`src/rtl/nucleic_acid_sequencer_if.sv`:
```
// Host-side configuration/handshake and reactor valve outputs of the nucleic-acid sequencer.
// WASH_REPEAT_EN adds the cfg_wash_reps input.
interface nucleic_acid_sequencer_if #(
  parameter int N_CH  = 12,
  parameter int CNT_W = 16
);
  logic             start;
  logic             abort;
  logic [CNT_W-1:0] cfg_load_len;
  logic [CNT_W-1:0] cfg_lysis_len;
  logic [CNT_W-1:0] cfg_mix_len;
  logic [CNT_W-1:0] cfg_trap_len;
  logic [CNT_W-1:0] cfg_wash_len;
  logic [CNT_W-1:0] cfg_elute_len;
  logic [CNT_W-1:0] cfg_collect_len;
  logic [N_CH-1:0]  ch_mask;
`ifdef WASH_REPEAT_EN
  logic [3:0]       cfg_wash_reps;
`endif
  logic             lysis_ctl;
  logic             wash_ctl;
  logic             elute_ctl;
  logic             horiz_ctl;
  logic             vertical_ctl;
  logic             loop_exit_ctl;
  logic             bead_vtl_ctl;
  logic             bead_trap_ctl;
  logic             waste_ctl;
  logic [N_CH-1:0]  collect_ctl;
  logic [2:0]       pump;
  logic             busy;
  logic             done;
  logic             aborted;
  logic [3:0]       state_o;

  modport master (
`ifdef WASH_REPEAT_EN
    output cfg_wash_reps,
`endif
    output start, abort, cfg_load_len, cfg_lysis_len, cfg_mix_len, cfg_trap_len,
           cfg_wash_len, cfg_elute_len, cfg_collect_len, ch_mask,
    input  lysis_ctl, wash_ctl, elute_ctl, horiz_ctl, vertical_ctl, loop_exit_ctl,
           bead_vtl_ctl, bead_trap_ctl, waste_ctl, collect_ctl, pump, busy, done,
           aborted, state_o
  );

  modport slave (
`ifdef WASH_REPEAT_EN
    input  cfg_wash_reps,
`endif
    input  start, abort, cfg_load_len, cfg_lysis_len, cfg_mix_len, cfg_trap_len,
           cfg_wash_len, cfg_elute_len, cfg_collect_len, ch_mask,
    output lysis_ctl, wash_ctl, elute_ctl, horiz_ctl, vertical_ctl, loop_exit_ctl,
           bead_vtl_ctl, bead_trap_ctl, waste_ctl, collect_ctl, pump, busy, done,
           aborted, state_o
  );
endinterface

```
`src/rtl/nucleic_acid_sequencer.sv`:
```
// Step controller for the extraction reactor array: shared valves, per-channel collect walk, 6-phase pump.
// Optional WASH_REPEAT_EN: cfg_wash_reps repeats WASH with one closed-valve cycle between passes.
module nucleic_acid_sequencer #(
  parameter int N_CH     = 12,
  parameter int CNT_W    = 16,
  parameter int PUMP_DIV = 4
) (
  input logic clk,
  input logic rst,
  nucleic_acid_sequencer_if.slave bus
);
  localparam int IDX_W = (N_CH > 1) ? $clog2(N_CH) : 1;
  localparam int DIV_W = (PUMP_DIV > 1) ? $clog2(PUMP_DIV) : 1;
  localparam logic [IDX_W-1:0] LAST_CH  = IDX_W'(N_CH - 1);
  localparam logic [DIV_W-1:0] DIV_LAST = DIV_W'(PUMP_DIV - 1);

  localparam logic [8:0] V_LYSIS = 9'b1_0000_0000;
  localparam logic [8:0] V_WASH  = 9'b0_1000_0000;
  localparam logic [8:0] V_ELUTE = 9'b0_0100_0000;
  localparam logic [8:0] V_HORIZ = 9'b0_0010_0000;
  localparam logic [8:0] V_VERT  = 9'b0_0001_0000;
  localparam logic [8:0] V_LOOP  = 9'b0_0000_1000;
  localparam logic [8:0] V_BVTL  = 9'b0_0000_0100;
  localparam logic [8:0] V_TRAP  = 9'b0_0000_0010;
  localparam logic [8:0] V_WASTE = 9'b0_0000_0001;

  typedef enum logic [3:0] {
    S_IDLE    = 4'd0,
    S_LOAD    = 4'd1,
    S_LYSIS   = 4'd2,
    S_MIX     = 4'd3,
    S_TRAP    = 4'd4,
    S_WASH    = 4'd5,
    S_ELUTE   = 4'd6,
    S_COLLECT = 4'd7,
    S_DONE    = 4'd8
  } state_t;

  function automatic logic [8:0] valve_map(state_t s);
    logic [8:0] v;
    v = '0;
    case (s)
      S_LOAD:    v = V_HORIZ | V_BVTL;
      S_LYSIS:   v = V_LYSIS | V_VERT;
      S_TRAP:    v = V_LOOP | V_TRAP | V_WASTE;
      S_WASH:    v = V_WASH | V_VERT | V_LOOP | V_TRAP | V_WASTE;
      S_ELUTE:   v = V_ELUTE | V_VERT | V_LOOP | V_TRAP;
      S_COLLECT: v = V_LOOP | V_TRAP;
      default:   v = '0;
    endcase
    return v;
  endfunction

  function automatic logic pump_state(state_t s);
    return (s == S_MIX) || (s == S_TRAP) || (s == S_COLLECT);
  endfunction

  function automatic logic [2:0] pump_seq(logic [2:0] phase);
    logic [2:0] p;
    case (phase)
      3'd0:    p = 3'b101;
      3'd1:    p = 3'b100;
      3'd2:    p = 3'b110;
      3'd3:    p = 3'b010;
      3'd4:    p = 3'b011;
      default: p = 3'b001;
    endcase
    return p;
  endfunction

  state_t           state;
  logic [CNT_W-1:0] cnt;
  logic [IDX_W-1:0] ch_idx;
  logic [8:0]       valves;
  logic [N_CH-1:0]  collect_r;
  logic             pump_en;
  logic [2:0]       ph;
  logic [DIV_W-1:0] pdiv;
  logic [2:0]       pump_r;
  logic             busy_r;
  logic             done_r;
  logic             aborted_r;

  logic [CNT_W-1:0] len_lysis, len_mix, len_trap, len_wash, len_elute, len_collect;
  logic [N_CH-1:0]  mask_r;
`ifdef WASH_REPEAT_EN
  logic [3:0]       reps_r;
  logic [3:0]       wash_left;
  logic             wash_gap;
`endif

  state_t           nxt_step;
  logic [CNT_W-1:0] nxt_len;
  logic             nxt_pump;
  logic [IDX_W-1:0] nxt_ch;
  logic             step_end;
  logic [2:0]       ph_next;
  logic             run_req;

  assign run_req = (state == S_IDLE) && bus.start && !bus.abort;

  // Run configuration is only sampled on an accepted start; it never feeds outputs directly.
  always_ff @(posedge clk) begin
    if (run_req) begin
      len_lysis   <= bus.cfg_lysis_len;
      len_mix     <= bus.cfg_mix_len;
      len_trap    <= bus.cfg_trap_len;
      len_wash    <= bus.cfg_wash_len;
      len_elute   <= bus.cfg_elute_len;
      len_collect <= bus.cfg_collect_len;
      mask_r      <= bus.ch_mask;
`ifdef WASH_REPEAT_EN
      reps_r      <= bus.cfg_wash_reps;
`endif
    end
  end

  always_comb begin
    nxt_step = S_IDLE;
    nxt_len  = '0;
    case (state)
      S_LOAD:  begin nxt_step = S_LYSIS; nxt_len = len_lysis; end
      S_LYSIS: begin nxt_step = S_MIX;   nxt_len = len_mix;   end
      S_MIX:   begin nxt_step = S_TRAP;  nxt_len = len_trap;  end
      S_TRAP:  begin nxt_step = S_WASH;  nxt_len = len_wash;  end
      S_WASH:  begin nxt_step = S_ELUTE; nxt_len = len_elute; end
      default: begin nxt_step = S_IDLE;  nxt_len = '0;        end
    endcase
    nxt_pump = pump_state(nxt_step) && (nxt_len != '0);
    nxt_ch   = ch_idx + IDX_W'(1);
    step_end = (cnt <= CNT_W'(1));
    ph_next  = (ph == 3'd5) ? 3'd0 : ph + 3'd1;
  end

  // Sequencer FSM; every output is a register updated here.
  always_ff @(posedge clk or posedge rst) begin
    if (rst) begin
      state     <= S_IDLE;
      cnt       <= '0;
      ch_idx    <= '0;
      valves    <= '0;
      collect_r <= '0;
      pump_en   <= 1'b0;
      ph        <= '0;
      pdiv      <= '0;
      pump_r    <= '0;
      busy_r    <= 1'b0;
      done_r    <= 1'b0;
      aborted_r <= 1'b0;
`ifdef WASH_REPEAT_EN
      wash_left <= '0;
      wash_gap  <= 1'b0;
`endif
    end else begin
      done_r    <= 1'b0;
      aborted_r <= 1'b0;
      if (pump_en) begin
        if (pdiv == DIV_LAST) begin
          pdiv   <= '0;
          ph     <= ph_next;
          pump_r <= pump_seq(ph_next);
        end else begin
          pdiv <= pdiv + DIV_W'(1);
        end
      end
      case (state)
        S_IDLE: begin
          if (run_req) begin
            state  <= S_LOAD;
            busy_r <= 1'b1;
            cnt    <= bus.cfg_load_len;
            valves <= (bus.cfg_load_len != '0) ? valve_map(S_LOAD) : '0;
          end
        end
        S_DONE: state <= S_IDLE;
        default: begin
          if (bus.abort) begin
            state     <= S_IDLE;
            busy_r    <= 1'b0;
            aborted_r <= 1'b1;
            valves    <= '0;
            collect_r <= '0;
            pump_en   <= 1'b0;
            pump_r    <= '0;
          end else if (!step_end) begin
            cnt <= cnt - CNT_W'(1);
          end else if (state == S_COLLECT) begin
            if ((ch_idx == LAST_CH) || (len_collect == '0)) begin
              state     <= S_DONE;
              done_r    <= 1'b1;
              busy_r    <= 1'b0;
              valves    <= '0;
              collect_r <= '0;
              pump_en   <= 1'b0;
              pump_r    <= '0;
            end else begin
              ch_idx <= nxt_ch;
              // Unselected channels cost exactly one cycle with every collect valve shut.
              if (mask_r[nxt_ch]) begin
                collect_r <= N_CH'(1) << nxt_ch;
                cnt       <= len_collect;
              end else begin
                collect_r <= '0;
                cnt       <= CNT_W'(1);
              end
            end
          end else if (state == S_ELUTE) begin
            state  <= S_COLLECT;
            ch_idx <= '0;
            if (len_collect == '0) begin
              cnt       <= '0;
              valves    <= '0;
              collect_r <= '0;
              pump_en   <= 1'b0;
              pump_r    <= '0;
            end else begin
              valves  <= valve_map(S_COLLECT);
              pump_en <= 1'b1;
              ph      <= '0;
              pdiv    <= '0;
              pump_r  <= 3'b101;
              if (mask_r[0]) begin
                collect_r <= N_CH'(1);
                cnt       <= len_collect;
              end else begin
                collect_r <= '0;
                cnt       <= CNT_W'(1);
              end
            end
          end
`ifdef WASH_REPEAT_EN
          else if ((state == S_WASH) && wash_gap) begin
            wash_gap <= 1'b0;
            cnt      <= len_wash;
            valves   <= (len_wash != '0) ? valve_map(S_WASH) : '0;
          end else if ((state == S_WASH) && (wash_left > 4'd1)) begin
            wash_gap  <= 1'b1;
            wash_left <= wash_left - 4'd1;
            cnt       <= CNT_W'(1);
            valves    <= '0;
          end
`endif
          else begin
            state   <= nxt_step;
            cnt     <= nxt_len;
            valves  <= (nxt_len != '0) ? valve_map(nxt_step) : '0;
            pump_en <= nxt_pump;
            ph      <= '0;
            pdiv    <= '0;
            pump_r  <= nxt_pump ? 3'b101 : 3'b000;
`ifdef WASH_REPEAT_EN
            wash_left <= (reps_r == 4'd0) ? 4'd1 : reps_r;
            wash_gap  <= 1'b0;
`endif
          end
        end
      endcase
    end
  end

  assign bus.lysis_ctl     = valves[8];
  assign bus.wash_ctl      = valves[7];
  assign bus.elute_ctl     = valves[6];
  assign bus.horiz_ctl     = valves[5];
  assign bus.vertical_ctl  = valves[4];
  assign bus.loop_exit_ctl = valves[3];
  assign bus.bead_vtl_ctl  = valves[2];
  assign bus.bead_trap_ctl = valves[1];
  assign bus.waste_ctl     = valves[0];
  assign bus.collect_ctl   = collect_r;
  assign bus.pump          = pump_r;
  assign bus.busy          = busy_r;
  assign bus.done          = done_r;
  assign bus.aborted       = aborted_r;
  assign bus.state_o       = state;
endmodule

```
`src/flat_wrapper.sv`:
```
// flat-port wrapper written by rule: the top's interface ports become plain ports
module nucleic_acid_sequencer_flat 
#(
  parameter int N_CH     = 12,
  parameter int CNT_W    = 16,
  parameter int PUMP_DIV = 4
)
  (clk, rst, bus_start, bus_abort, bus_cfg_load_len, bus_cfg_lysis_len, bus_cfg_mix_len, bus_cfg_trap_len, bus_cfg_wash_len, bus_cfg_elute_len, bus_cfg_collect_len, bus_ch_mask, bus_lysis_ctl, bus_wash_ctl, bus_elute_ctl, bus_horiz_ctl, bus_vertical_ctl, bus_loop_exit_ctl, bus_bead_vtl_ctl, bus_bead_trap_ctl, bus_waste_ctl, bus_collect_ctl, bus_pump, bus_busy, bus_done, bus_aborted, bus_state_o);
  nucleic_acid_sequencer_if #(.N_CH(N_CH), .CNT_W(CNT_W)) bus_i ();
  input logic clk;
  input logic rst;
  input wire logic [$bits(bus_i.start)-1:0] bus_start;
  input wire logic [$bits(bus_i.abort)-1:0] bus_abort;
  input wire logic [$bits(bus_i.cfg_load_len)-1:0] bus_cfg_load_len;
  input wire logic [$bits(bus_i.cfg_lysis_len)-1:0] bus_cfg_lysis_len;
  input wire logic [$bits(bus_i.cfg_mix_len)-1:0] bus_cfg_mix_len;
  input wire logic [$bits(bus_i.cfg_trap_len)-1:0] bus_cfg_trap_len;
  input wire logic [$bits(bus_i.cfg_wash_len)-1:0] bus_cfg_wash_len;
  input wire logic [$bits(bus_i.cfg_elute_len)-1:0] bus_cfg_elute_len;
  input wire logic [$bits(bus_i.cfg_collect_len)-1:0] bus_cfg_collect_len;
  input wire logic [$bits(bus_i.ch_mask)-1:0] bus_ch_mask;
  output wire logic [$bits(bus_i.lysis_ctl)-1:0] bus_lysis_ctl;
  output wire logic [$bits(bus_i.wash_ctl)-1:0] bus_wash_ctl;
  output wire logic [$bits(bus_i.elute_ctl)-1:0] bus_elute_ctl;
  output wire logic [$bits(bus_i.horiz_ctl)-1:0] bus_horiz_ctl;
  output wire logic [$bits(bus_i.vertical_ctl)-1:0] bus_vertical_ctl;
  output wire logic [$bits(bus_i.loop_exit_ctl)-1:0] bus_loop_exit_ctl;
  output wire logic [$bits(bus_i.bead_vtl_ctl)-1:0] bus_bead_vtl_ctl;
  output wire logic [$bits(bus_i.bead_trap_ctl)-1:0] bus_bead_trap_ctl;
  output wire logic [$bits(bus_i.waste_ctl)-1:0] bus_waste_ctl;
  output wire logic [$bits(bus_i.collect_ctl)-1:0] bus_collect_ctl;
  output wire logic [$bits(bus_i.pump)-1:0] bus_pump;
  output wire logic [$bits(bus_i.busy)-1:0] bus_busy;
  output wire logic [$bits(bus_i.done)-1:0] bus_done;
  output wire logic [$bits(bus_i.aborted)-1:0] bus_aborted;
  output wire logic [$bits(bus_i.state_o)-1:0] bus_state_o;
  assign bus_i.start = bus_start;
  assign bus_i.abort = bus_abort;
  assign bus_i.cfg_load_len = bus_cfg_load_len;
  assign bus_i.cfg_lysis_len = bus_cfg_lysis_len;
  assign bus_i.cfg_mix_len = bus_cfg_mix_len;
  assign bus_i.cfg_trap_len = bus_cfg_trap_len;
  assign bus_i.cfg_wash_len = bus_cfg_wash_len;
  assign bus_i.cfg_elute_len = bus_cfg_elute_len;
  assign bus_i.cfg_collect_len = bus_cfg_collect_len;
  assign bus_i.ch_mask = bus_ch_mask;
  assign bus_lysis_ctl = bus_i.lysis_ctl;
  assign bus_wash_ctl = bus_i.wash_ctl;
  assign bus_elute_ctl = bus_i.elute_ctl;
  assign bus_horiz_ctl = bus_i.horiz_ctl;
  assign bus_vertical_ctl = bus_i.vertical_ctl;
  assign bus_loop_exit_ctl = bus_i.loop_exit_ctl;
  assign bus_bead_vtl_ctl = bus_i.bead_vtl_ctl;
  assign bus_bead_trap_ctl = bus_i.bead_trap_ctl;
  assign bus_waste_ctl = bus_i.waste_ctl;
  assign bus_collect_ctl = bus_i.collect_ctl;
  assign bus_pump = bus_i.pump;
  assign bus_busy = bus_i.busy;
  assign bus_done = bus_i.done;
  assign bus_aborted = bus_i.aborted;
  assign bus_state_o = bus_i.state_o;
  nucleic_acid_sequencer #(.N_CH(N_CH), .CNT_W(CNT_W), .PUMP_DIV(PUMP_DIV)) u_core (.clk(clk), .rst(rst), .bus(bus_i));
endmodule
```
`config.mk`:
```
export PLATFORM = sky130hd
export DESIGN_NAME = nucleic_acid_sequencer_flat
export DESIGN_NICKNAME = d
export VERILOG_FILES = /design/src/rtl/nucleic_acid_sequencer_if.sv /design/src/rtl/nucleic_acid_sequencer.sv /design/src/flat_wrapper.sv
export SDC_FILE = /design/constraint.sdc
export NUM_CORES = 1
export LEC_CHECK = 0
export BUFFER_PORTS_ARGS = -buffer_cell sky130_fd_sc_hd__buf_2
export CAP_MARGIN = 20
export CELL_PAD_IN_SITES_DETAIL_PLACEMENT = 1
export CELL_PAD_IN_SITES_GLOBAL_PLACEMENT = 2
export CORE_ASPECT_RATIO = 0.6
export CORE_MARGIN = 3
export CORE_UTILIZATION = 40
export CTS_BUF_LIST = sky130_fd_sc_hd__clkbuf_2 sky130_fd_sc_hd__clkbuf_4 sky130_fd_sc_hd__clkbuf_8
export DETAILED_ROUTE_END_ITERATION = 10
export PLACE_DENSITY = 0.95
export SYNTH_ARGS = -nofsm -noshare
export SYNTH_HDL_FRONTEND = slang
export SYNTH_SLANG_ARGS = --single-unit
```
`constraint.sdc`:
```
create_clock -name clk -period 14.3 [get_ports clk]
set_input_delay 4.29 -clock clk [delete_from_list [all_inputs] [get_ports clk]]
set_output_delay 4.29 -clock clk [all_outputs]
set_load 0.01 [all_outputs]
```
== Word-level counts from Yosys, hierarchy flattened ==
Index checks and enable logic that the tools add are counted.

* Equality and inequality tests: 29
* Bitwise operators: 3
* $lt $le $gt $ge: 2
* Multiplexer cells: 89
* Shift-type cells: 1
* Add/subtract/negate cells: 4
* Reduce and logical (&&, ||, !) cells: 27

{| class="wikitable"
|+ Operator list
! kind !! count
|-
| 16-bit two-way mux || 9
|-
| 12-bit two-way mux || 7
|-
| 16-bit case mux with 5 select lines || 1
|-
| 9-bit two-way mux || 7
|-
| 3-bit two-way mux || 20
|-
| 9-bit case mux with 6 select lines || 1
|-
| 4-bit two-way mux || 9
|-
| 16-bit case mux with 2 select lines || 1
|-
| 16-bit nonzero test || 2
|-
| 3-bit case mux with 5 select lines || 2
|-
| 1-bit two-way mux || 19
|-
| 3-bit equality test (second input constant) || 6
|-
| 9-bit case mux with 2 select lines || 1
|-
| 4-bit by 3-bit equality test with 1-bit output (second input constant) || 4
|-
| 16-bit by 1-bit <= comparator with 1-bit output (second input constant) || 1
|-
| 16-bit logical NOT || 1
|-
| 2-bit two-way mux || 8
|-
| 16-bit by 1-bit subtractor with 16-bit output (second input constant) || 1
|-
| 3-bit by 2-bit equality test with 1-bit output (second input constant) || 4
|-
| 3-bit nonzero test || 4
|-
| 1-bit by 4-bit << shifter with 12-bit output (first input constant) || 1
|-
| 5-bit AND reduction || 2
|-
| 3-bit AND reduction || 3
|-
| 4-bit by 2-bit equality test with 1-bit output (second input constant) || 2
|-
| 28 further kinds || 39
|}

* Input port bits: 128
* Logic and storage cells: 174
* Output and inout bits: 31
* Flip-flop bits (word level): 165

== Depth between registers and ports, before layout ==
Gate-level depths: netlist of run 1.

* Depth after elaboration: 12
* Gate-level depth with buffers: 12

== Least setup slack after synthesis of run 1 ==
OpenSTA, ideal clock, no wires.

* Path kind: input-to-reg
* From: input port bus_start
* To: register u_core.valves[3]
* Arrival time: 7.750 ns
* Stages: 6
* Library setup time: 0.119 ns
* Data required time: 14.181 ns
* Setup slack: 6.432 ns
* Cells stage by stage: nor2b_1 -> nand2_1 -> inv_1 -> o31ai_1 -> a21oi_1 -> a21bo_1

* Word-level cells in the longest chain between the ends: 4

{| class="wikitable"
|+ RTL lines
! element !! RTL line !! source
|-
| start: declaration || flat_wrapper.sv:12 || <nowiki>input wire logic [$bits(bus_i.start)-1:0] bus_start;</nowiki>
|-
| 1-bit logical AND (2 in a row) || nucleic_acid_sequencer.sv:100 || <nowiki>assign run_req = (state == S_IDLE) && bus.start && !bus.abort;</nowiki>
|-
| via u_core.run_req || nucleic_acid_sequencer.sv:98 || <nowiki>logic run_req;</nowiki>
|-
| 2-bit by 1-bit != test with 1-bit output (no line) || n/a ||
|-
| 4-bit AND reduction (no line) || n/a ||
|-
| end signal: assignment || nucleic_acid_sequencer.sv:172 || <nowiki>valves <= (bus.cfg_load_len != '0) ? valve_map(S_LOAD) : '0;</nowiki>
|-
| end signal: assignment || nucleic_acid_sequencer.sv:217 || <nowiki>valves <= valve_map(S_COLLECT);</nowiki>
|-
| end signal: assignment || nucleic_acid_sequencer.sv:246 || <nowiki>valves <= (nxt_len != '0) ? valve_map(nxt_step) : '0;</nowiki>
|-
| end: declaration || nucleic_acid_sequencer.sv:74 || <nowiki>logic [8:0] valves;</nowiki>
|}

The timed path passes the listed nets, and every way through them passes these cells.
A chain may end at the register's enable or synchronous reset.

== Worst setup path after layout of run 1 ==
* From: input port bus_abort
* To: register u_core.valves[3]

* Word-level cells in the longest chain between the ends: 4

{| class="wikitable"
|+ RTL lines
! element !! RTL line !! source
|-
| start: declaration || flat_wrapper.sv:13 || <nowiki>input wire logic [$bits(bus_i.abort)-1:0] bus_abort;</nowiki>
|-
| 1-bit logical NOT || nucleic_acid_sequencer.sv:100 ||
|-
| 1-bit logical AND || nucleic_acid_sequencer.sv:100 ||
|-
| via u_core.run_req || nucleic_acid_sequencer.sv:98 ||
|-
| 2-bit by 1-bit != test with 1-bit output (no line) || n/a ||
|-
| 4-bit AND reduction (no line) || n/a ||
|}

The timed path passes the listed nets, and every way through them passes these cells.

==> impl_metrics.py, run 1 <==
metrics = {
    "cts": {
        "cts_htree_levels": 4,
        "cts_inserted_buffers": 17,
        "ctsRootBufferMaster": "clkbuf_8",
        "cts_resized": 0,
        "cts_setup_buffers": 0,
        "clk_latency_ns": 0.47,
        "cts_tree": "yes",
        "clk_pin_slew_worst_paths_ns": 0.09,
        "ctsHoldBuffers": 0,
        "cts_sinks": 163,
        "clk_path_buf_depth": 2,
    },
    "run_status": {
        "status": "finished, final reports clean",
    },
    "layout": {
        "regArea_um2": 4619,
        "diodes": 0,
        "final_nets": 934,
        "multi_input_area_um2": 2743,
        "fillerInstances": 1994,
        "final_cell_mix": "buf_2 (158), edfxtp_1 (108), nand2_1 (65)",
        "post-route-cell-area_um2": 8956,
        "layout_commonest_cell": "buf_2",
        "syn2layout_area_growth_pct": 18.61,
        "drive_gt1_share_pct": 27.25,
    },
    "worst_setup_path": {
        "r2r_slack_ns": 10.38,
        "start_kind": "input port",
        "reg2reg_from": "u_core.cnt[0]",
        "crit_arrival_ns": 6.33,
        "crit_path_end": "u_core.valves[3]",
        "worstPathMaxFanout": 21,
        "crit_start": "bus_abort",
        "ff2ff_path_depth": 9,
        "worstPathRequired_ns": 14.71,
        "r2r-end": "u_core.cnt[1]",
        "crit_type": "in -> reg",
        "cp-end-kind": "register",
    },
    "run": {
        "cap_violations": 0,
    },
    "logic_synthesis": {
        "synth_fa_ha_area_share_pct": 1.326,
        "yosysSeqAreaShare_pct": 61.18,
        "synth_cell_type_count": 64,
        "async_reset_ff_share_pct": 33.74,
        "ys_ff_latch": 163,
        "synthSimpleGateAreaFrac_pct": 15.92,
        "synth-edff-count": 108,
        "syn_inst": 640,
        "synth_nets": 776,
        "synth_mux_area_share_pct": 4.093,
        "avgSynthCellArea_um2": 11.80,
        "yosys_warnings": 0,
        "synth_compound_area_share_pct": 13.75,
        "synthFlopType": "edfxtp_1",
        "netlist_area_um2": 7551,
        "synth-xor-area-share_pct": 1.160,
        "synth_top_family_by_area": "simple AND/OR/NAND/NOR gates",
    },
    "global_routing": {
        "antenna_found_initial": 2,
        "grt.overflow.total": 0,
        "grt_pass1_vias": 6489,
        "grt_max_degree": 90,
        "grt_usage_pct": 24.05,
        "grt_pass1_wl_um": 37640,
    },
    "timing": {
        "skew_ns": 0.01705,
        "fin_crit_sh_pct": 41.35,
        "drv_slew": 0,
        "relSlewSlack_pct": 19.34,
        "fin_tns_setup_ns": 0,
        "timing.fmax_mhz": 169.1,
        "rsz0062_at_grt": "no",
        "hold_ws_ns": 0.5194,
        "tightestPinTransition_ns": 1.204,
        "finalHoldViolations": 0,
        "timing.final.crit_period_ns": 5.913,
        "setup_viol": 0,
    },
    "routing": {
        "drtIter0Drc": 644,
        "wl_per_cell_um": 23.46,
        "first_pass_iters": 6,
        "num_vias": 6290,
        "viasPerCell": 5.985,
        "ant_nets": 0,
        "wl_um": 24660,
        "route.detailed.drc": 0,
    },
    "placed_design": {
        "portBuffers": 158,
        "dpl.hpwl_um": 18450,
        "place.gp.congestion": 0.9195,
        "place_area_um2": 8572,
    },
    "power": {
        "power_density_nw_per_um2": 165.9,
        "p_leak_nw": 3.589,
        "ir_worst_vdd_mv": 0.06946,
    },
    "floorplanning": {
        "die_x_um": 183.4,
        "core_area_um2": 18310,
        "dieArea_um2": 20620,
        "initial_core_util_pct": 41.25,
        "rows": 38,
        "die_height_um": 112.4,
        "boundaryPins": 159,
    },
    "hold_path": {
        "hold_path.class": "reg -> reg",
    },
}
==> synth_stat cells (all sizes together), types with 5 or more instances <==
master / count / area, µm²
a21oi: 23 / 115.1
a222oi: 9 / 90.09
a22o: 29 / 254.0
a31oi: 7 / 43.79
buf: 17 / 100.1
clkbuf: 12 / 45.04
dfrtp: 55 / 1376
edfxtp: 108 / 3243
ha: 8 / 100.1
inv: 13 / 48.80
mux2: 9 / 101.3
mux2i: 14 / 140.1
nand2: 65 / 244.0
nand2b: 6 / 37.54
nand3: 35 / 175.2
nand4: 7 / 43.79
nor2: 53 / 198.9
nor3: 27 / 140.1
nor4: 17 / 112.6
o211ai: 7 / 52.55
o21ai: 33 / 168.9
or3: 7 / 43.79
or4: 5 / 37.54
xnor2: 5 / 43.79
xor2: 5 / 43.79
==> layer usage <==
layer	share of wire, %	GRT usage, %	routed length [µm]
met5	0.085	0	21
met3	9.7	7.966	2399
met4	1.7	5.477	426
met2	44	36.01	10770
met1	45	34.28	11050
==> critical path, cell delays in order <==
cell and delay [ns]:
buf_2 0.24, nor2b_1 0.12, nand2_1 0.25, inv_4 0.18, o31ai_1 0.88, a21oi_1 0.15, a21bo_1 0.21
==> state kept, by name, summed over array words and instances, names as in the netlist, 12 cells and up <==
name / count
u_core.cnt: 16
u_core.len_collect: 16
u_core.len_elute: 16
u_core.len_lysis: 16
u_core.len_mix: 16
u_core.len_trap: 16
u_core.len_wash: 16
u_core.bus.collect_ctl: 12
u_core.mask_r: 12
==> metrics by stage <==
stage	utilization [%]	cells	total power, mW	setup WS [ns]
global placement	46.83	1018	1.133	7.929
finish	48.93	1051	1.486	8.387
detailed placement	46.83	1018	1.155	7.750
CTS	48.78	1050	1.474	8.255
floorplan	-	640	0.9764	6.432
global route	48.93	1051	1.561	8.221
==> kinds of logic after synthesis <==
| group | after synthesis |
|---|---|
| AOI/OAI and AO/OA | 146 |
| xor gates and xnor gates | 10 |
| DFF | 163 |
| and+or+nand+nor | 245 |
| muxes | 26 |
| buffers and inverters | 42 |
| adders and majority gates | 8 |
==> how the worst min path moves through the flow <==
stage | startpoint | cells past startpoint | to
2_1_floorplan | u_core.pdiv[1] | 2 | u_core.pdiv[1]
3_3_place_gp | u_core.bus.collect_ctl[9] | 1 | u_core.bus.collect_ctl[9]
3_5_place_dp | u_core.bus.collect_ctl[10] | 1 | u_core.bus.collect_ctl[10]
4_1_cts | u_core.bus.collect_ctl[10] | 1 | u_core.bus.collect_ctl[10]
5_1_grt | u_core.bus.collect_ctl[7] | 1 | u_core.bus.collect_ctl[7]
6_report | u_core.bus.collect_ctl[11] | 1 | u_core.bus.collect_ctl[11]
==> area by class of cell <==
cell class,count,share of cell area [%]
sequential,163,51.58
multi-input combinational,435,30.62
clock buffer,17,2.612
clock inverter,15,1.369
inverter,13,0.5728
tap,240,3.353
timing repair buffer,168,9.891
==> where the power goes <==
part | internal, mW | switching [mW]
combinational | 0.178 | 0.347
sequential | 0.585 | 0.0590
clock | 0.125 | 0.192
total | 0.888 | 0.598
(Power assumes the default switching activity.)
==> inputs of run 2 (changes only) <==
--- a/config.mk
+++ b/config.mk
@@ -11,10 +11,10 @@
 export CELL_PAD_IN_SITES_GLOBAL_PLACEMENT = 2
 export CORE_ASPECT_RATIO = 0.6
 export CORE_MARGIN = 3
-export CORE_UTILIZATION = 40
+export CORE_UTILIZATION = 33
 export CTS_BUF_LIST = sky130_fd_sc_hd__clkbuf_2 sky130_fd_sc_hd__clkbuf_4 sky130_fd_sc_hd__clkbuf_8
 export DETAILED_ROUTE_END_ITERATION = 10
-export PLACE_DENSITY = 0.95
+export PLACE_DENSITY = 0.86
 export SYNTH_ARGS = -nofsm -noshare
 export SYNTH_HDL_FRONTEND = slang
 export SYNTH_SLANG_ARGS = --single-unit
==> constraint.sdc (replaced) <==
create_clock -name clk -period 5.4 [get_ports clk]
set_input_delay 1.62 -clock clk [delete_from_list [all_inputs] [get_ports clk]]
set_output_delay 1.62 -clock clk [all_outputs]
set_load 0.01 [all_outputs]
==> impl_metrics.py, run 2 (synthesis results as in run 1) <==
metrics = {
    "layout": {
        "final-instance-count-excl-fill": 1119,
        "diodes": 0,
        "final_nets": 934,
        "drive_gt1_share_pct": 27.37,
        "fin_util_pct": 41.04,
        "final_cell_mix": "buf_2 (158), edfxtp_1 (108), nand2_1 (65)",
        "layout_commonest_cell": "buf_2",
        "syn2layout_area_growth_pct": 21.11,
    },
    "hold_path": {
        "holdCritStartpoint": "u_core.valves[6]",
        "whs_path_depth": 1,
        "hold_path.class": "reg -> reg",
        "worst_hold_path.endpoint": "u_core.valves[6]",
    },
    "cts": {
        "ctsHoldBuffers": 0,
        "cts_resized": 0,
        "ctsRootBufferMaster": "clkbuf_8",
        "clk_path_buf_depth": 2,
        "clk_pin_slew_worst_paths_ns": 0.08,
        "cts_sinks": 163,
        "cts_htree_levels": 4,
        "cts_setup_buffers": 0,
        "cts_tree": "yes",
        "clk_latency_ns": 0.48,
        "cts_inserted_buffers": 17,
    },
    "routing": {
        "route.detailed.drc": 0,
        "first_pass_iters": 7,
        "num_vias": 5979,
        "wl_per_cell_um": 21.66,
        "drtIter0Drc": 479,
        "viasPerCell": 5.343,
        "ant_nets": 0,
        "wl_um": 24230,
    },
    "global_routing": {
        "antenna_found_initial": 1,
        "grt_pass1_wl_um": 36710,
        "grt.overflow.total": 0,
        "grt_usage_pct": 19.77,
        "grt_max_degree": 60,
        "grt_pass1_vias": 6137,
    },
    "floorplanning": {
        "initial_core_util_pct": 33.89,
        "rows": 42,
        "die_height_um": 123.2,
        "core_area_um2": 22280,
        "boundaryPins": 159,
        "dieArea_um2": 24790,
        "die_x_um": 201.3,
    },
    "worst_setup_path": {
        "reg2reg_from": "u_core.bus.state_o[2]",
        "worstPathRequired_ns": 5.72,
        "crit_start": "u_core.bus.state_o[2]",
        "worstPathCellList": "nor2b_1 -> a22o_1 -> a222oi_1 -> nand4_1 -> or4_1 -> o31ai_1 -> nand2_1",
        "crit_type": "reg -> reg",
        "crit_arrival_ns": 4.37,
        "crit_path_max_incr_delay_ns": 0.97,
        "r2r_slack_ns": 1.34,
        "slowest_stage": "dfrtp_1",
        "r2r-end": "u_core.bus.pump[0]",
        "worstPathMaxFanout": 25,
        "ff2ff_path_depth": 7,
        "start_kind": "register",
        "cp-end-kind": "register",
    },
    "run_status": {
        "status": "finished, final reports clean",
    },
    "power": {
        "ir_worst_vdd_mv": 0.1714,
        "power_density_nw_per_um2": 450.6,
        "power_mw": 4.120,
        "p_leak_nw": 3.646,
    },
    "timing": {
        "hold_ws_ns": 0.5031,
        "timing.fmax_mhz": 246.5,
        "tightestPinTransition_ns": 0.9805,
        "skew_ns": 0.02307,
        "relSlewSlack_pct": 34.39,
        "drv_slew": 0,
        "fin_crit_sh_pct": 75.14,
        "fin_tns_setup_ns": 0,
        "rsz0062_at_grt": "no",
        "setup_viol": 0,
        "timing.final.crit_period_ns": 4.058,
        "finalHoldViolations": 0,
    },
    "placed_design": {
        "dp.cells": 1086,
        "portBuffers": 158,
        "dpl.hpwl_um": 18440,
        "place.gp.congestion": 0.9024,
    },
    "run": {
        "cap_violations": 0,
    },
}
==> run 2: final cells by class <==
type,count,area (µm²)
fill,2487,13140
sequential,163,4619
multi-input combinational,435,2743
timing repair buffer,168,865.8
tap,308,385.4
clock buffer,19,249.0
clock inverter,13,231.5
inverter,13,51.30
==> run 2: per-stage QoR <==
step / worst slack [ns] / instance area, µm²
3_5_place_dp: 1.420 / 8657
4_1_cts: 1.399 / 9138
6_report: 1.342 / 9145
2_1_floorplan: 0.2015 / 7551
5_1_grt: 1.144 / 9145
3_3_place_gp: 1.561 / 8657
==> run 2: critical path, delay by kind of cell (launching register included) <==
family             cells  cell delay (ns)
AOI/OAI and AO/OA      3             1.57
and+or+nand+nor        4             1.35
DFF                    1             0.97
==> run 2: routing by layer <==
metal  vias up  GRT usage (%)  wire [µm]
met5         -              0         13
met4         2          5.616        366
met3        33          4.920       1477
met2       219          28.07      10050
met1      2941          29.89      12330
li1       2784              -          -
==> run 2: power by group <==
| part | internal [mW] | switching [mW] |
|---|---|---|
| registers | 1.55 | 0.218 |
| clock network | 0.609 | 0.471 |
| logic | 0.460 | 0.815 |
| total | 2.62 | 1.50 |
==> run 2: worst max path at each step <==
| stage | endpoint | cells after the start |
|---|---|---|
| 6_report | u_core.bus.pump[0] | 7 |
| 3_3_place_gp | u_core.bus.pump[2] | 7 |
| 3_5_place_dp | u_core.bus.pump[0] | 7 |
| 4_1_cts | u_core.bus.pump[0] | 7 |
| 2_1_floorplan | u_core.valves[3] | 6 |
| 5_1_grt | u_core.bus.pump[0] | 7 |
==> inputs of run 3 (changes only) <==
--- a/config.mk
+++ b/config.mk
@@ -5,16 +5,17 @@
 export SDC_FILE = /design/constraint.sdc
 export NUM_CORES = 1
 export LEC_CHECK = 0
+export ABC_AREA = 1
 export BUFFER_PORTS_ARGS = -buffer_cell sky130_fd_sc_hd__buf_2
 export CAP_MARGIN = 20
 export CELL_PAD_IN_SITES_DETAIL_PLACEMENT = 1
 export CELL_PAD_IN_SITES_GLOBAL_PLACEMENT = 2
 export CORE_ASPECT_RATIO = 0.6
 export CORE_MARGIN = 3
-export CORE_UTILIZATION = 33
+export CORE_UTILIZATION = 34
 export CTS_BUF_LIST = sky130_fd_sc_hd__clkbuf_2 sky130_fd_sc_hd__clkbuf_4 sky130_fd_sc_hd__clkbuf_8
 export DETAILED_ROUTE_END_ITERATION = 10
-export PLACE_DENSITY = 0.86
+export PLACE_DENSITY = 0.9
 export SYNTH_ARGS = -nofsm -noshare
 export SYNTH_HDL_FRONTEND = slang
 export SYNTH_SLANG_ARGS = --single-unit
==> constraint.sdc (replaced) <==
create_clock -name clk -period 4 [get_ports clk]
set_input_delay 1.2 -clock clk [delete_from_list [all_inputs] [get_ports clk]]
set_output_delay 1.2 -clock clk [all_outputs]
set_load 0.01 [all_outputs]
==> impl_metrics.py, run 3 <==
metrics = {
    "floorplanning": {
        "initial_core_util_pct": 35.52,
        "dieArea_um2": 25550,
        "core_area_um2": 22600,
        "die_x_um": 204.4,
        "rows": 42,
        "boundaryPins": 159,
        "die_height_um": 125.0,
    },
    "logic_synthesis": {
        "yosys_warnings": 0,
        "synth_nets": 1039,
        "synth_cell_type_count": 40,
        "synth_area_leaders": "edfxtp_1 (40%), dfrtp_1 (17%), nand2_1 (12%)",
        "synth-edff-count": 108,
        "synthFlopType": "edfxtp_1",
        "synth_top_area_cell": "edfxtp_1",
        "async_reset_ff_share_pct": 33.74,
        "syn_inst": 903,
        "post-synth-top-count-cell": "nand2_1",
        "ys_ff_latch": 163,
        "netlist_area_um2": 8026,
        "synth_commonest_cells": "nand2_1 (259), edfxtp_1 (108), nand3_1 (98)",
        "yosysSeqAreaShare_pct": 57.55,
        "synth_top_area_share_pct": 40.41,
        "avgSynthCellArea_um2": 8.889,
    },
    "timing": {
        "fin_tns_setup_ns": 0,
        "setup_viol": 0,
        "finalHoldViolations": 0,
        "skew_ns": 0.01815,
        "timing.final.crit_period_ns": 2.727,
        "rsz0062_at_grt": "no",
        "drv_slew": 0,
        "tightestPinTransition_ns": 0.8981,
        "fin_crit_sh_pct": 68.17,
        "relSlewSlack_pct": 39.57,
        "timing.fmax_mhz": 366.7,
    },
    "placed_design": {
        "portBuffers": 158,
        "dpl.hpwl_um": 19140,
        "dp.cells": 1345,
        "place.gp.congestion": 0.8555,
    },
    "layout": {
        "syn2layout_area_growth_pct": 17.74,
        "fillerInstances": 2769,
        "layout_commonest_cell": "nand2_1",
        "drive_gt1_share_pct": 21.33,
        "final_nets": 1192,
        "diodes": 0,
        "final-instance-count-excl-fill": 1377,
        "final_cell_mix": "nand2_1 (259), buf_2 (158), edfxtp_1 (108)",
    },
    "worst_setup_path": {
        "ff2ff_path_depth": 14,
        "slowest_stage": "nor2_4",
        "worstPathCellList": "inv_2 -> nor2_4 -> nand2_1 -> nor2_1 -> nor2_1 -> nand2_1 -> nor2_1 -> nand2_1 -> nor2_1 -> nand2_2 -> nand2_1 -> nand2_1 -> nand2_1 -> nand2_1",
        "crit_arrival_ns": 3.15,
        "crit_type": "reg -> reg",
        "reg2reg_from": "u_core.bus.state_o[2]",
        "crit_path_max_incr_delay_ns": 0.55,
        "r2r-end": "u_core.bus.pump[0]",
        "cp-end-kind": "register",
        "worstPathMaxFanout": 26,
        "worstPathRequired_ns": 4.42,
        "start_kind": "register",
        "crit_top_cell": "nand2_1",
        "r2r_slack_ns": 1.27,
    },
    "cts": {
        "clk_path_buf_depth": 2,
        "ctsRootBufferMaster": "clkbuf_8",
        "cts_inserted_buffers": 17,
        "cts_sinks": 163,
        "clk_latency_ns": 0.48,
        "ctsHoldBuffers": 0,
        "cts_resized": 0,
        "clk_pin_slew_worst_paths_ns": 0.09,
        "cts_tree": "yes",
        "cts_setup_buffers": 0,
        "cts_htree_levels": 4,
    },
    "global_routing": {
        "grt.overflow.total": 0,
        "grt_max_degree": 109,
        "antenna_found_initial": 0,
        "grt_pass1_wl_um": 39210,
        "grt_usage_pct": 20.02,
        "grt_pass1_vias": 6845,
    },
    "routing": {
        "ant_nets": 0,
        "wl_met1_um": 13290,
        "first_pass_iters": 5,
        "top_layer_used": "met4",
        "route.detailed.drc": 0,
        "wl_met3_um": 1326,
        "drtIter0Drc": 510,
        "wl_per_cell_um": 18.35,
        "num_vias": 6796,
        "wl_um": 25270,
        "viasPerCell": 4.935,
        "wl_met2_um": 10370,
    },
    "hold_path": {
        "whs_path_depth": 2,
        "hold_path.class": "reg -> reg",
        "worst_hold_path.endpoint": "u_core.bus.collect_ctl[11]",
        "holdCritStartpoint": "u_core.bus.collect_ctl[11]",
    },
    "power": {
        "p_leak_nw": 4.368,
        "ir_worst_vdd_mv": 0.2571,
        "power_density_nw_per_um2": 627.3,
    },
    "run": {
        "cap_violations": 0,
    },
    "run_status": {
        "status": "finished, final reports clean",
    },
}
## run 3: final cells by class
class | count | area [µm²] | share of cell area [%]
flip-flops and latches | 163 | 4619 | 48.88
inverters | 93 | 352.8 | 3.734
well taps | 308 | 385.4 | 4.078
multi-input cells | 616 | 2893 | 30.61
clock inverters | 15 | 110.1 | 1.165
clock buffers | 17 | 234.0 | 2.476
repair buffers | 165 | 855.8 | 9.056
## run 3: worst max-delay path by stage
stage	from	endpoint	depth (start not counted)
after floorplan	bus_abort	u_core.bus.state_o[0]	8
after global placement	bus_abort	u_core.len_collect[0]	5
after detailed placement	bus_abort	u_core.len_wash[5]	5
after CTS	u_core.ch_idx[0]	u_core.cnt[7]	14
after global routing	u_core.ch_idx[0]	u_core.cnt[5]	14
final	u_core.bus.state_o[2]	u_core.bus.pump[0]	14
## run 3: report_power, final
| part | internal (mW) | total, mW | switching [mW] |
|---|---|---|---|
| clock | 0.433 | 1.12 | 0.685 |
| sequential | 2.14 | 2.38 | 0.239 |
| combinational | 0.729 | 2.43 | 1.70 |
| total | 3.31 | 5.93 | 2.62 |
## run 3: metrics by stage
| stage | util, % | setup slack (ns) | area, µm² | power (mW) | hold WS, ns |
|---|---|---|---|---|---|
| 2_1_floorplan | - | 0.1065 | 8030 | 4.070 | 0.4711 |
| 3_3_place_gp | 40.30 | 1.074 | 9106 | 4.763 | 0.4707 |
| 3_5_place_dp | 40.30 | 1.038 | 9106 | 4.842 | 0.4772 |
| 4_1_cts | 41.82 | 1.284 | 9450 | 5.972 | 0.4999 |
| 5_1_grt | 41.82 | 0.9298 | 9450 | 6.389 | 0.5234 |
| 6_report | 41.82 | 1.273 | 9450 | 5.928 | 0.4934 |
## run 3: worst max-delay path: cells and delay by family, from the launching register on
kind | cells | cell delay, ns
AND/OR/NAND/NOR | 13 | 2.09
flip-flops | 1 | 0.46
buffers and inverters | 1 | 0.10
## run 3: kinds of logic (layout without fill, tap and decap cells)
group,after synthesis,after routing,synth area share [%]
AOI/OAI and AO/OA,96,96,6.594
xor gates and xnor gates,12,12,1.310
adders and majority gates,8,8,1.247
buffers and inverters,124,290,6.438
DFF,163,163,57.55
and+or+nand+nor,500,500,26.86
## run 3: layer usage
layer	vias to the layer above	global-route usage [%]
li1	3296	-
met1	3290	31.62
met2	190	27.97
met3	20	4.182
met4	0	4.365
met5	-	0
